### config.mk
export PLATFORM = sky130hd
export DESIGN_NAME = status_reporter_flat
export DESIGN_NICKNAME = d
export VERILOG_FILES = /design/src/rtl/status_pkg.sv /design/src/rtl/status_reporter_if.sv /design/src/rtl/status_reporter_full_event_counter.sv /design/src/rtl/status_reporter.sv /design/src/flat_wrapper.sv
export SDC_FILE = /design/constraint.sdc
export NUM_CORES = 1
export LEC_CHECK = 0
export BUFFER_PORTS_ARGS = -buffer_cell sky130_fd_sc_hd__clkbuf_2
export CORE_MARGIN = 1
export CORE_UTILIZATION = 52
export CTS_CLUSTER_SIZE = 12
export DETAILED_ROUTE_END_ITERATION = 8
export PLACE_DENSITY = 0.81
export SYNTH_ARGS = -nofsm -noshare
export SYNTH_HDL_FRONTEND = slang
export SYNTH_SLANG_ARGS = --single-unit
### constraint.sdc
create_clock -name clock -period 2.33 [get_ports clock]
set_input_delay 0.233 -clock clock [delete_from_list [all_inputs] [get_ports clock]]
set_output_delay 0.233 -clock clock [all_outputs]
set_load 0.02 [all_outputs]
### src/rtl/status_pkg.sv
// Shared definitions for the host status reporter: FSM states, frame layout
// and the default frame header.
package status_pkg;

    typedef enum logic {
        IDLE,
        SEND
    } state_t;

    localparam int unsigned FRAME_LEN = 5;
    localparam int unsigned IDX_W     = $clog2(FRAME_LEN);

    localparam logic [IDX_W-1:0] IDX_HDR  = IDX_W'(0);
    localparam logic [IDX_W-1:0] IDX_STAT = IDX_W'(1);
    localparam logic [IDX_W-1:0] IDX_DISC = IDX_W'(2);
    localparam logic [IDX_W-1:0] IDX_EVT  = IDX_W'(3);
    localparam logic [IDX_W-1:0] IDX_CHK  = IDX_W'(4);

    localparam logic [7:0] HEADER_DEFAULT = 8'hA5;

    function automatic logic [7:0] frame_checksum(
        input logic [7:0] b0,
        input logic [7:0] b1,
        input logic [7:0] b2,
        input logic [7:0] b3
    );
        return b0 ^ b1 ^ b2 ^ b3;
    endfunction

endpackage

### src/rtl/status_reporter_if.sv
// Byte-wide valid/ready link carrying status frames back to the host.
interface status_reporter_if;

    logic [7:0] tx_data;
    logic       tx_valid;
    logic       tx_ready;

    modport master (
        output tx_data,
        output tx_valid,
        input  tx_ready
    );

    modport slave (
        input  tx_data,
        input  tx_valid,
        output tx_ready
    );

endinterface

### src/rtl/status_reporter_full_event_counter.sv
// Counts rising edges of the FIFO-full flag, saturating at 255, with a clear
// that still credits an edge seen in the clearing cycle.
module full_event_counter (
    input  logic       clock,
    input  logic       reset_n,
    input  logic       fifo_full,
    input  logic       clear,
    output logic [7:0] count
);

    logic fifo_full_q;
    logic rise;

    assign rise = fifo_full & ~fifo_full_q;

    always_ff @(posedge clock or negedge reset_n) begin
        if (!reset_n) begin
            fifo_full_q <= 1'b0;
            count       <= '0;
        end else begin
            fifo_full_q <= fifo_full;
            if (clear) begin
                count <= {7'd0, rise};
            end else if (rise && (count != 8'hFF)) begin
                count <= count + 8'd1;
            end
        end
    end

endmodule

### src/rtl/status_reporter.sv
// Streams a 5-byte status frame (header, flags+seq, threshold, full-event
// count, XOR checksum) to the host on request or on a periodic timer.
module status_reporter
    import status_pkg::*;
#(
    parameter logic [7:0]  HEADER      = HEADER_DEFAULT,
    parameter int unsigned POLL_PERIOD = 0
) (
    input  logic              clock,
    input  logic              reset_n,
    input  logic              report_req,
    input  logic              pcstatus,
    input  logic              fifo_full,
    input  logic [7:0]        discriminator,
    status_reporter_if.master tx,
    output logic              busy
);

    localparam int unsigned TW = (POLL_PERIOD > 1) ? $clog2(POLL_PERIOD) : 1;

    state_t           state;
    logic [IDX_W-1:0] idx;
    logic [IDX_W-1:0] next_idx;
    logic [7:0]       data_q;
    logic             valid_q;
    logic             pending;
    logic [1:0]       seq;
    logic [TW-1:0]    timer;
    logic             poll_fire;
    logic             trigger;
    logic             start;

    logic             snap_pcstatus;
    logic             snap_fifo_full;
    logic [7:0]       snap_discriminator;
    logic [7:0]       snap_full_events;
    logic [7:0]       full_events;

    logic [7:0]       status_byte;
    logic [7:0]       next_byte;

    assign poll_fire = (POLL_PERIOD != 0) && (timer == TW'(POLL_PERIOD - 1));
    assign trigger   = report_req | poll_fire;
    assign start     = (state == IDLE) && (trigger || pending);
    assign next_idx  = idx + IDX_W'(1);

    assign tx.tx_data  = data_q;
    assign tx.tx_valid = valid_q;

    full_event_counter u_full_event_counter (
        .clock     (clock),
        .reset_n   (reset_n),
        .fifo_full (fifo_full),
        .clear     (start),
        .count     (full_events)
    );

    always_comb begin
        status_byte = {snap_pcstatus, snap_fifo_full, 4'b0000, seq};
        next_byte   = HEADER;
        case (next_idx)
            IDX_STAT: next_byte = status_byte;
            IDX_DISC: next_byte = snap_discriminator;
            IDX_EVT:  next_byte = snap_full_events;
            IDX_CHK:  next_byte = frame_checksum(HEADER, status_byte,
                                                 snap_discriminator, snap_full_events);
            default:  next_byte = HEADER;
        endcase
    end

    // Period timer free-runs, independent of frame activity.
    always_ff @(posedge clock or negedge reset_n) begin
        if (!reset_n) begin
            timer <= '0;
        end else if (POLL_PERIOD != 0) begin
            timer <= poll_fire ? '0 : timer + TW'(1);
        end
    end

    always_ff @(posedge clock or negedge reset_n) begin
        if (!reset_n) begin
            state              <= IDLE;
            idx                <= IDX_HDR;
            data_q             <= '0;
            valid_q            <= 1'b0;
            busy               <= 1'b0;
            pending            <= 1'b0;
            seq                <= '0;
            snap_pcstatus      <= 1'b0;
            snap_fifo_full     <= 1'b0;
            snap_discriminator <= '0;
            snap_full_events   <= '0;
        end else begin
            case (state)
                IDLE: begin
                    if (start) begin
                        state              <= SEND;
                        idx                <= IDX_HDR;
                        data_q             <= HEADER;
                        valid_q            <= 1'b1;
                        busy               <= 1'b1;
                        pending            <= 1'b0;
                        snap_pcstatus      <= pcstatus;
                        snap_fifo_full     <= fifo_full;
                        snap_discriminator <= discriminator;
                        snap_full_events   <= full_events;
                    end
                end
                SEND: begin
                    // Includes a trigger coinciding with checksum acceptance.
                    if (trigger) begin
                        pending <= 1'b1;
                    end
                    if (tx.tx_ready) begin
                        if (idx == IDX_CHK) begin
                            state   <= IDLE;
                            valid_q <= 1'b0;
                            data_q  <= '0;
                            busy    <= 1'b0;
                            seq     <= seq + 2'd1;
                        end else begin
                            idx    <= next_idx;
                            data_q <= next_byte;
                        end
                    end
                end
                default: state <= IDLE;
            endcase
        end
    end

endmodule

### src/flat_wrapper.sv
// flat-port wrapper written by rule: the top's interface ports become plain ports
module status_reporter_flat import status_pkg::*;
#(
    parameter logic [7:0]  HEADER      = HEADER_DEFAULT,
    parameter int unsigned POLL_PERIOD = 0
)
  (clock, reset_n, report_req, pcstatus, fifo_full, discriminator, busy, tx_tx_data, tx_tx_valid, tx_tx_ready);
  status_reporter_if tx_i ();
  input  logic clock;
  input  logic reset_n;
  input  logic report_req;
  input  logic pcstatus;
  input  logic fifo_full;
  input  logic [7:0] discriminator;
  output logic busy;
  output wire logic [$bits(tx_i.tx_data)-1:0] tx_tx_data;
  output wire logic [$bits(tx_i.tx_valid)-1:0] tx_tx_valid;
  input wire logic [$bits(tx_i.tx_ready)-1:0] tx_tx_ready;
  assign tx_tx_data = tx_i.tx_data;
  assign tx_tx_valid = tx_i.tx_valid;
  assign tx_i.tx_ready = tx_tx_ready;
  status_reporter #(.HEADER(HEADER), .POLL_PERIOD(POLL_PERIOD)) u_core (.clock(clock), .reset_n(reset_n), .report_req(report_req), .pcstatus(pcstatus), .fifo_full(fifo_full), .discriminator(discriminator), .tx(tx_i), .busy(busy));
endmodule
# Yosys cells after proc, flatten, opt, wreduce, memory -nomap -nowiden
# Cells that the tools add are included.
[word_totals]
ff_bits = 43
latch_bits = 0
mem_bits_rw = 0
mem_bits_ro = 0
inputBits = 14
output_inout_bits = 10
wordCells = 64
n_memories = 0
[op_classes]
addsub = 3
mul = 0
div_mod_pow = 0
n_lt_le_gt_ge = 0
eq_ne = 11
shift = 0
muxes = 22
bitwise = 6
reduce_logical = 10
[ops]
columns = ["cell", "count"]
rows = [
  ["$mux 8", 5],
  ["$pmux 8 s4", 1],
  ["$pmux 8 s2", 1],
  ["$xor 8x8->8", 2],
  ["$mux 3", 3],
  ["$reduce_and 3->1", 3],
  ["$add 8x1->8 const B", 1],
  ["$mux 1", 8],
  ["$ne 2x2->1 const B", 4],
  ["$ne 8x8->1 const B", 1],
  ["$eq 3x2->1 const B", 2],
  ["$eq 3x3->1 const B", 2],
  ["$pmux 1 s2", 3],
  ["$pmux 3 s2", 1],
  ["$reduce_and 2->1", 3],
  ["$not 4->4", 1],
  ["$add 3x1->3 const B", 1],
  ["$eq 3x1->1 const B", 1],
  ["$add 2x1->2 const B", 1],
  ["$logic_and 1x1->1", 2],
  ["$ne 2x1->1 const B", 1],
  ["$not 1->1", 2],
  ["$reduce_bool 2->1", 1],
  ["$and 1x1->1", 1],
  ["$logic_or 1x1->1", 1],
]

# Longest topological paths before layout
# Gate-level depths: netlist (run 1).
[depth]
depth_word = 7
depth_mapped = 6
mapped_depth_nobuf = 5

# Modules after synthesis
# A second synthesis (run 1) with hierarchy kept.
[hier_totals]
hier_cells = 230
area_unflattened_um2 = 2203.4
[modules_own_cells]
columns = ["mod", "instances", "cells_each", "area_each_um2"]
rows = [
  ["status_reporter", 1, 182, 1716.6],
  ["full_event_counter", 1, 48, 486.7],
]

# Worst setup path before layout (run 1)
# OpenSTA, ideal clock, no wires.
[synth_timing]
path_kind = "register to register"
startpoint = "register u_core.idx[0]"
endpoint = "register u_core.data_q[0] (netlist: u_core.tx.tx_data[0])"
setup_time_ns = 0.121
arrival_time_ns = 1.395
setup_slack_ns = 0.814
path_stages_with_launch = 7
cell_sequence = "dfrtp_1 > inv_1 > ha_1 > clkbuf_1 > a222oi_1 > o221ai_1 > a22o_1"
[synth_via]
elab_chain_len = 6
[synth_lines]
columns = ["item", "line_no", "rtl"]
rows = [
  ["from (decl)", "status_reporter.sv:22", "logic [IDX_W-1:0] idx;"],
  ["from (signal assigned)", "status_reporter.sv:122", "idx <= next_idx;"],
  ["$add 3x1->3", "status_reporter.sv:45", "assign next_idx = idx + IDX_W'(1);"],
  ["$eq 3x3->1 (tied with other cells)", "status_reporter.sv:61", "case (next_idx)"],
  ["$pmux 8 s4", "status_reporter.sv:61", ""],
  ["$mux 8 (*)", "status_reporter.sv:115", "if (idx == IDX_CHK) begin"],
  ["$mux 8 (*)", "status_reporter.sv:114", "if (tx.tx_ready) begin"],
  ["$pmux 8 s2 (*)", "status_reporter.sv:94", "case (state)"],
  ["to (signal assigned)", "status_reporter.sv:123", "data_q <= next_byte;"],
  ["to (decl)", "status_reporter.sv:24", "logic [7:0] data_q;"],
]
# Mark *: on every way between the ends. The rest lies on a longest branch, timed or not. The select of a mux whose other input is x is not followed.
# A chain may end at the register's enable or synchronous reset.

# Worst setup path in the final report (run 1)
# Same ends and word-level chain as after synthesis.

==> summary.md, run 1 <==
| Metric | Value |
|---|---|
| Clk root buf | `clkbuf_8` |
| DRT iter0 DRCs | `between 100 and 150` |
| Drc violations | `0` |
| R2R setup slack | `approximately 0.72 ns` |
| Clock Skews | `roughly 0.0048 ns` |
| Register area share after synthesis | `48.5%` |
| Place WS | `~0.73 ns` |
| Core Area | `slightly above 0.004 mm^2` |
| Top post-synthesis cells by area | `dfrtp_1 49%, nand2_1 10%, xor3_1 4.3%` |
| Post-synth top area cell | `dfrtp_1` |
| RR Endpoint | `u_core.tx.tx_data[0]` |
| Commonest cells in the netlist | `61 x nand2_1, 43 x dfrtp_1, 8 x buf_2` |
| Grt ovf | `0` |
| Top-area cell type share of the netlist area | `48.5%` |
| Diode count | `0` |
| First-pass GRT wire length | `~7400 um` |
| CP max-delay cell | `dfrtp_1` |
| Routed length per placed instance | `between 15 and 20 um` |
| EDFF count, synth | `0` |
| Critical Path, Cell by Cell | `inv_1 -> ha_1 -> nand2_1 -> a31o_4 -> a22o_1` |
| Sw Ratio | `around 40%` |
| Worst skew pair latency | `0.30 ns` |
| Layout fillers | `346` |
| R2r startpoint | `u_core.idx[0]` |
| Post-DP HPWL | `around 3200 um` |
| Placed cell area | `between 0.002 and 0.0025 mm^2` |
| Worst path max stage delay | `about 0.4 ns` |
| RSZ-0062 raised after global routing | `no` |
| Violations in the final reports | `hold timing` |
| Buf/Inv on CP | `1` |
| Setup Fix Bufs, Post-CTS | `0` |
| Finished Core Util | `between 60 and 70%` |
| Critical Path Fanout Max | `7` |
| Main synth FF type | `dfrtp_1` |
| Peak Freq | `just over 600 MHz` |
| Post-Layout Cell Count | `roughly 290` |
| Total GRT Usage | `between 20% and 30%` |
| CTS Hold Buffers Added | `0` |
| Placed cell count | `279` |
| DRT Pass-1 Iters | `4` |
| Part of the cycle the worst path needs | `69.2%` |
| Max Slew Vio Count | `0` |
| Worst Hold Class | `input port to asynchronous set/reset pin` |
| Via count | `around 1700` |
| Headroom to the max-slew limit | `a little over three fifths` |
| Gate power share | `a little over two fifths` |
| RD Place Congestion | `0.850` |
| VDD IR max | `around 0.44 mV` |
| Pint | `~1.8 mW` |
| Leak | `about 1.2 nW` |
| Critical Path AT | `around 1.8 ns` |
| Switch Pwr | `1.18 mW` |
| Via density | `between 5 and 6` |
| Share of layout cells above drive strength 1 | `about 16%` |
| Layout Nets | `257` |
| Worst Tran Pin Value | `around 0.56 ns` |
| Die area | `between 0.004 and 0.005 mm^2` |
| Post-DRT Antenna Nets | `0` |
| Clock-pin transition on the worst setup and hold timing paths | `approximately 0.080 ns` |
| Met2 GRT Util | `around a third` |
| Synthesized Nets | `roughly 240` |
| Pwr Total | `roughly 3.0 mW` |
| Yosys warnings | `0` |
| Final setup viols | `0` |
| H-tree depth | `2` |
| Power Dens Cells | `about 1200 mW/mm^2` |
| CTS Sinks | `43` |
| Largest net degree at the start of global routing | `44` |
| Endpoints failing hold | `17` |
| Synth unique cells | `47` |
| Seq cells post-synth | `43` |
| CP Launch Type | `flip-flop` |
| DIE WIDTH | `about 67 um` |
| Critical Path Stages | `5` |
| Status | `complete, but fails checks` |
| Async S/R FF share, synth | `100%` |
| Setup TNS | `0 ns` |
| GR Util met3 | `about 5.6%` |
| TritonCTS clock tree | `built` |
| R2R depth | `5` |
| Register share of total power | `a little over two fifths` |
| Critical Path Source | `u_core.idx[0]` |
| Tmin final | `1.61 ns` |
| Row count | `23` |
| Crit-path leading delay family | `compound AO/OA/AOI/OAI gates` |
| Max_cap viols | `0` |
| Drt total wl | `roughly 4500 um` |
| # IOs | `24` |
| Most Crowded Layer GR | `met2` |
| CP Data Required Time | `about 2.5 ns` |
| Critical path class | `flip-flop to flip-flop` |
| CP Capture Point | `u_core.tx.tx_data[0]` |
| Vias in the first global route | `1513` |
| Mapped Cells | `215` |
| Clk pwr share | `15.3%` |
| Most common cell in the netlist | `nand2_1` |
| Cell area after synthesis | `between 0.002 and 0.0025 mm^2` |
| Area Growth Syn to Fin | `9.88%` |
| Min Hold Slack | `-0.0103 ns` |
| Maximum buffer depth of the clock tree | `2` |
| CTS buffer count | `5` |
| Initial Util | `54.6%` |
| Fin worst setup slack | `about 0.72 ns` |
| Height of the die | `about 67 um` |
| CP endpoint kind | `flip-flop` |
| # port buffers | `23` |
| Post-CTS Resized | `0` |
| Post-route cell area | `between 0.002 and 0.0025 mm^2` |
| Grt met1 use | `between 30% and 40%` |
| Initial antenna violation count | `0` |
| Synthesized area per cell | `slightly above 10 um^2` |
logic make-up (layout without fill, tap and decap cells):
kind of cell	after synthesis	after routing	synth area share [%]
flip-flops	43	43	48.5
buffers and inverters	19	41	4.18
XOR/XNOR	9	9	6.26
multiplexers	1	1	0.451
AND/OR/NAND/NOR	87	87	18.5
adder cells (fa/ha/maj)	7	7	3.95
AO/OA/AOI/OAI	49	49	18.2
cell usage in the layout (no fill, tap or decap), types with 2 or more instances in the layout:
cell type and n:
a21oi_1 3, a222oi_1 4, a22o_1 6, a22oi_1 4, a2bb2oi_1 2, a311oi_1 3
a31oi_1 2, a41oi_1 3, and3_1 2, and4_1 3, buf_4 3, clkbuf_2 23
clkbuf_8 5, dfrtp_1 43, ha_1 7, inv_1 7, nand2_1 61, nand3_1 2
nand4_1 3, nor2_1 2, nor2b_1 3, nor3_1 2, o21ai_1 5, o221ai_1 4
o2bb2ai_1 4, xnor2_1 2, xor2_1 3, xor3_1 4
power by group through the flow:
stage	Sequential [mW]	Combinational [mW]	Clock, mW
5_1_grt	1.34	1.38	0.504
6_report	1.30	1.25	0.459
2_1_floorplan	1.29	0.955	0
3_3_place_gp	1.30	1.20	0
4_1_cts	1.29	1.24	0.471
3_5_place_dp	1.31	1.22	0
layout make-up:
type	count	area, um^2	share of cell area [%]
sequential	43	1080	44.2
multi-input combinational	153	1050	43.0
clock inverter	2	12.5	0.514
tap	50	62.6	2.57
inverter	7	26.3	1.08
timing repair buffer	26	138	5.65
clock buffer	6	72.6	2.98
flip-flops by register name, summed over array words and instances, names as in the netlist:
signal / count
u_core.u_full_event_counter.count: 8
u_core.state: 1
u_core.pending: 1
u_core.snap_pcstatus: 1
u_core.snap_discriminator: 8
u_core.tx.tx_valid: 1
u_core.u_full_event_counter.fifo_full_q: 1
u_core.snap_full_events: 8
u_core.idx: 3
u_core.seq: 2
u_core.tx.tx_data: 8
u_core.snap_fifo_full: 1
worst register-to-register path: cells and delay by family (launching register included):
| kind | cells | cell delay (ns) |
|---|---|---|
| AO/OA/AOI/OAI | 2 | 0.49 |
| AND/OR/NAND/NOR | 1 | 0.17 |
| adder cells (fa/ha/maj) | 1 | 0.32 |
| flip-flops | 1 | 0.40 |
| buffers and inverters | 1 | 0.13 |
metal layers:
layer | routed length [um] | part of all wire, %
met5 | 0 | 0
met4 | 55 | 1.2
met3 | 228 | 5.1
met2 | 2110 | 47
met1 | 2110 | 47
worst min path at each step:
stage	start	end	slack, ns
after floorplan	reset_n	u_core.idx[0]	-0.06
after global placement	reset_n	u_core.state	0.33
after detailed placement	reset_n	u_core.pending	0.34
after CTS	reset_n	u_core.tx.tx_data[0]	0.01
after global routing	reset_n	u_core.pending	0.05
final	reset_n	u_core.seq[1]	-0.01
Power figures use the tool's default switching activity.
==> run 2, diff against run 1 <==
PLACE_DENSITY = 0.84   (was 0.81)
clock period = 1.3 ns   (was 2.33 ns; I/O delays follow)
==> summary.md, run 2 (synthesis gave the netlist of run 1 again) <==
| Metric | Value |
|---|---|
| Leak | `1.34 nW (+12%)` |
| Violations in the final reports | `setup timing` |
| Drc violations | `0 (unchanged)` |
| H-tree depth | `2 (unchanged)` |
| Critical path class | `flip-flop to flip-flop` |
| Commonest cells after routing, fill and taps aside | `61 x nand2_1, 41 x dfrtp_1, 23 x clkbuf_2` |
| VDD IR max | `1.19 mV (+170%)` |
| RSZ-0062 raised after global routing | `yes` |
| Fin worst setup slack | `-0.255 ns (-0.973 ns)` |
| Peak Freq | `643 MHz (+3.7%)` |
| Initial Util | `54.6% (unchanged)` |
| Die area | `0.00453 mm^2 (unchanged)` |
| Critical Path, Cell by Cell | `buf_6 -> ha_4 -> a222oi_1 -> o221ai_1 -> a22o_1` |
| Most common cell after layout, fill and taps aside | `nand2_1` |
| CP Data Required Time | `1.50 ns (-1.02 ns)` |
| Height of the die | `67.3 um (unchanged)` |
| Power Dens Cells | `2340 mW/mm^2 (+89%)` |
| Part of the cycle the worst path needs | `120% (+50 points)` |
| Pwr Total | `6.59 mW (+120%)` |
| CP Launch Type | `flip-flop` |
| Critical Path AT | `1.76 ns (-0.04 ns)` |
| Maximum buffer depth of the clock tree | `2 (unchanged)` |
| Clock Skews | `0.00896 ns (+0.00415 ns)` |
| Share of layout cells above drive strength 1 | `32.3% (+17 points)` |
| Critical Path Fanout Max | `7 (unchanged)` |
| Worst Hold Class | `input port to flip-flop` |
| Endpoints failing hold | `0 (-17)` |
| Worst skew pair latency | `0.31 ns (about the same)` |
| CP endpoint kind | `flip-flop` |
| CP max-delay cell | `dfrtp_2` |
| Diode count | `0 (unchanged)` |
| Drt total wl | `5460 um (+21%)` |
| Placed cell area | `0.00251 mm^2 (+6.6%)` |
| Clock-pin transition on the worst setup and hold timing paths | `0.08 ns (about the same)` |
| Post-Layout Cell Count | `310 (+8.0%)` |
| Worst path max stage delay | `0.45 ns (+0.05 ns)` |
| CTS Sinks | `43 (unchanged)` |
| DRT iter0 DRCs | `290 (+130%)` |
| RD Place Congestion | `0.938 (+10%)` |
| DRT Pass-1 Iters | `5 (+1)` |
| Core Area | `0.00406 mm^2 (unchanged)` |
| Post-DP HPWL | `3430 um (+8.6%)` |
| CTS buffer count | `5 (unchanged)` |
| Via density | `5.96 (+2.1%)` |
| # IOs | `24 (unchanged)` |
| Post-route cell area | `0.00282 mm^2 (+16%)` |
| Initial antenna violation count | `0 (unchanged)` |
| Routed length per placed instance | `17.6 um (+12%)` |
| Layout Nets | `280 (+8.9%)` |
| Layout fillers | `281 (-19%)` |
| Tmin final | `1.55 ns (-0.0569 ns)` |
| Status | `complete, but fails checks` |
| Finished Core Util | `69.5% (+9.4 points)` |
| Placed cell count | `292 (+4.7%)` |
| Grt ovf | `0 (unchanged)` |
| Row count | `23 (unchanged)` |
| Worst Tran Pin Value | `0.382 ns (-0.175 ns)` |
| Area Growth Syn to Fin | `27.1%` |
| Largest net degree at the start of global routing | `44 (unchanged)` |
| Max Slew Vio Count | `0 (unchanged)` |
| Vias in the first global route | `1819 (+20%)` |
| # port buffers | `23 (unchanged)` |
| Final setup viols | `15 (+15)` |
| Total GRT Usage | `25.9% (+3.3 points)` |
| DIE WIDTH | `67.3 um (unchanged)` |
| TritonCTS clock tree | `built` |
| Post-DRT Antenna Nets | `0 (unchanged)` |
| Max_cap viols | `0 (unchanged)` |
| Clk root buf | `clkbuf_8` |
| Headroom to the max-slew limit | `74.5% (+12 points)` |
| Via count | `1849 (+10%)` |
| First-pass GRT wire length | `8470 um (+15%)` |
[run 2: cell count changes in the layout (fill, tap and decap cells not counted), moves of 3 or more]
cell and delta:
buf_4 +11, buf_6 +7, ha_1 -6, ha_4 +6, inv_1 -4, inv_2 +4, a22oi_1 -3, a22oi_2 +3
buf_12 +3
[run 2: final cells by class]
| class | count | area [um^2] | area share (%) |
|---|---|---|---|
| Multi-Input combinational cell | 153 | 1190 | 42.1 |
| Timing Repair Buffer | 49 | 379 | 13.4 |
| Tap cell | 50 | 62.6 | 2.22 |
| Clock inverter | 2 | 12.5 | 0.444 |
| Sequential cell | 43 | 1080 | 38.3 |
| Clock buffer | 6 | 72.6 | 2.57 |
| Inverter | 7 | 26.3 | 0.932 |
[run 2: path summary, 6_finish.rpt]
path	slack, ns	startpoint	cells past startpoint	endpoint
min	0.009	discriminator[6]	3	u_core.snap_discriminator[6]
max reg2reg	-0.25	u_core.idx[1]	5	u_core.tx.tx_data[0]
max in group asynchronous	0.76	reset_n	3	u_core.idx[1]
min reg2reg	0.51	u_core.tx.tx_data[1]	1	u_core.tx.tx_data[1]
max	-0.25	u_core.idx[1]	5	u_core.tx.tx_data[0]
min in group asynchronous	0.33	reset_n	3	u_core.seq[1]
[run 2: stage by stage]
stage               setup TNS (ns)  hold slack, ns  worst slack [ns]
finish                       -2.26         0.00861            -0.255
global route                 -3.07          0.0261            -0.334
CTS                          -1.36         0.00653            -0.199
detailed placement           -1.68           0.127            -0.251
global placement             -1.05           0.125            -0.166
floorplan                   -0.614          -0.166            -0.144
[run 2: what timing repair did]
action / CTS / global route
gates resized for setup: 17 / 17
setup endpoints to repair: 17 / 20
cloned: 0 / 0
pin swaps: 13 / 11
setup buffers: 6 / 2
hold buffers: 2 / 0
endpoints found under the hold margin: 44 / 0
[run 2: metal layers]
metal	routed length, um	vias up	global-route usage (%)
met4	125	0	14.6
met3	259	13	4.56
met1	2310	907	32.4
li1	-	863	-
met5	0	-	0
met2	2760	66	42.0
[run 2: where the power goes]
part | switching [mW] | total (mW) | internal [mW]
clock network | 0.469 | 0.845 | 0.376
logic | 1.62 | 3.38 | 1.76
registers | 0.541 | 2.37 | 1.83
[run 2: critical path: cells and delay by family, from the launching register on]
kind                       cells  cell delay [ns]
buffers and inverters          1             0.13
DFF                            1             0.45
adders and majority gates      1             0.18
AOI/OAI and AO/OA              3             0.70
==> run 3, diff against run 2 <==
PLACE_DENSITY = 0.81   (was 0.84)
clock period = 1.9 ns   (was 1.3 ns; I/O delays follow)
==> summary.md, run 3 (synthesis gave the netlist of run 1 again) <==
| Metric | Value |
|---|---|
| Endpoints failing hold | `0 (unchanged)` |
| H-tree depth | `2 (unchanged)` |
| Post-DP HPWL | `3270 um (-4.4%)` |
| Grt ovf | `0 (unchanged)` |
| Worst Tran Pin Value | `0.891 ns (+0.509 ns)` |
| Initial Util | `54.6% (unchanged)` |
| CTS Sinks | `43 (unchanged)` |
| RD Place Congestion | `0.795 (-15%)` |
| Routed length per placed instance | `15.6 um (-11%)` |
| TritonCTS clock tree | `built` |
| Post-DRT Antenna Nets | `0 (unchanged)` |
| Place WS | `0.259 ns (+0.511 ns)` |
| Total GRT Usage | `22.3% (-3.6 points)` |
| Placed cell count | `279 (-4.5%)` |
| Part of the cycle the worst path needs | `87.6% (-32 points)` |
| R2R depth | `5 (unchanged)` |
| Final setup viols | `0 (-15)` |
| Worst Hold Class | `input port to flip-flop` |
| DRT iter0 DRCs | `184 (-37%)` |
| Die area | `0.00453 mm^2 (unchanged)` |
| CP Launch Type | `flip-flop` |
| Via count | `1683 (-9.0%)` |
| Layout fillers | `356 (+27%)` |
| Layout Nets | `258 (-7.9%)` |
| VDD IR max | `0.528 mV (-56%)` |
| Via density | `5.84 (-2.0%)` |
| # IOs | `24 (unchanged)` |
| CP max-delay cell | `a222oi_1` |
| Max_cap viols | `0 (unchanged)` |
| Critical Path, Cell by Cell | `inv_1 -> ha_1 -> a222oi_1 -> o221ai_1 -> a22o_1` |
| Pwr Total | `3.73 mW (-43%)` |
| Critical path class | `flip-flop to flip-flop` |
| Worst skew pair latency | `0.29 ns (-0.02 ns)` |
| Critical Path AT | `1.85 ns (+0.09 ns)` |
| Post-CTS Resized | `0 (-17)` |
| Min-Delay Endpoint | `u_core.u_full_event_counter.fifo_full_q` |
| RR Endpoint | `u_core.tx.tx_data[7]` |
| Row count | `23 (unchanged)` |
| RSZ-0062 raised after global routing | `no` |
| Share of layout cells above drive strength 1 | `15.5% (-17 points)` |
| Fin worst setup slack | `0.237 ns (+0.491 ns)` |
| Power Dens Cells | `1520 mW/mm^2 (-35%)` |
| Tmin final | `1.66 ns (+0.109 ns)` |
| Headroom to the max-slew limit | `40.6% (-34 points)` |
| Clk root buf | `clkbuf_8` |
| R2R setup slack | `0.24 ns (+0.49 ns)` |
| Maximum buffer depth of the clock tree | `2 (unchanged)` |
| CP endpoint kind | `flip-flop` |
| # port buffers | `23 (unchanged)` |
| Leak | `1.22 nW (-9.2%)` |
| Status | `finished clean` |
| First-pass GRT wire length | `7400 um (-13%)` |
| Post-Layout Cell Count | `288 (-7.1%)` |
| Drc violations | `0 (unchanged)` |
| CP Data Required Time | `2.08 ns (+0.58 ns)` |
| DIE WIDTH | `67.3 um (unchanged)` |
| Height of the die | `67.3 um (unchanged)` |
| Placed cell area | `0.00235 mm^2 (-6.2%)` |
| Drt total wl | `4490 um (-18%)` |
| Setup TNS | `0 ns (+2.26 ns)` |
| Worst path max stage delay | `0.39 ns (-0.06 ns)` |
| Most common cell after layout, fill and taps aside | `nand2_1` |
| Setup Fix Bufs, Post-CTS | `0 (-6)` |
| R2r startpoint | `u_core.idx[0]` |
| Core Area | `0.00406 mm^2 (unchanged)` |
| DRT Pass-1 Iters | `4 (-1)` |
| Max Slew Vio Count | `0 (unchanged)` |
| Vias in the first global route | `1611 (-11%)` |
| Initial antenna violation count | `0 (unchanged)` |
| Hold Path Origin | `fifo_full` |
| Commonest cells after routing, fill and taps aside | `61 x nand2_1, 43 x dfrtp_1, 23 x clkbuf_2` |
| Clock Skews | `0.00708 ns (-0.00187 ns)` |
| Area Growth Syn to Fin | `11.0%` |
| CTS buffer count | `5 (unchanged)` |
| Largest net degree at the start of global routing | `32 (-27%)` |
| Critical Path Fanout Max | `7 (unchanged)` |
| Diode count | `0 (unchanged)` |
| Critical Path Source | `u_core.idx[0]` |
| CTS Hold Buffers Added | `1 (-1)` |
| Worst Hold Depth | `1 (-2)` |
| Post-route cell area | `0.00246 mm^2 (-13%)` |
| Peak Freq | `601 MHz (-6.5%)` |
| Clock-pin transition on the worst setup and hold timing paths | `0.08 ns (about the same)` |
-- run 3: cell count changes in the layout (fill, tap and decap cells not counted), moves of 3 or more --
cell and change:
inv_2 -4, a22oi_1 +3, buf_6 -7, ha_4 -6, ha_1 +6, a22oi_2 -3, buf_4 -11, inv_1 +4
buf_12 -3
-- run 3: critical path: cells and delay by family (launching register included) --
kind / cells / cell delay, ns
compound gates: 3 / 0.77
flops: 1 / 0.38
fa+ha+maj: 1 / 0.31
buf+inv: 1 / 0.10
-- run 3: per-stage QoR --
stage	utilization, %	hold slack, ns
finish	60.7	0.0714
CTS	60.7	0.0633
floorplan	-	-0.106
global placement	57.9	0.277
global route	60.7	0.0610
detailed placement	57.9	0.283
-- run 3: metal layers --
layer / share of wire, % / track usage [%]
met1: 46 / 29.6
met2: 49 / 36.9
met3: 4.1 / 3.72
met4: 1.3 / 7.45
met5: 0 / 0
-- run 3: report_power, final --
group	switching (mW)	internal [mW]
combinational	0.783	0.739
sequential	0.349	1.24
clock	0.289	0.332
-- run 3: final cells by class --
type,count,area [um^2],area share [%]
clock buffers,8,100,4.07
inverters,7,26.3,1.07
multi-input cells,153,1050,42.6
flip-flops and latches,43,1080,43.7
well taps,50,62.6,2.54
repair buffers,27,148,6.00
-- run 3: worst max path at each step --
stage | slack [ns] | end | cells after the start
floorplan | 0.38 | u_core.tx.tx_data[0] | 6
global placement | 0.32 | u_core.tx.tx_data[7] | 5
detailed placement | 0.26 | u_core.tx.tx_data[5] | 5
CTS | 0.26 | u_core.tx.tx_data[7] | 5
global route | 0.14 | u_core.tx.tx_data[5] | 5
finish | 0.24 | u_core.tx.tx_data[7] | 5
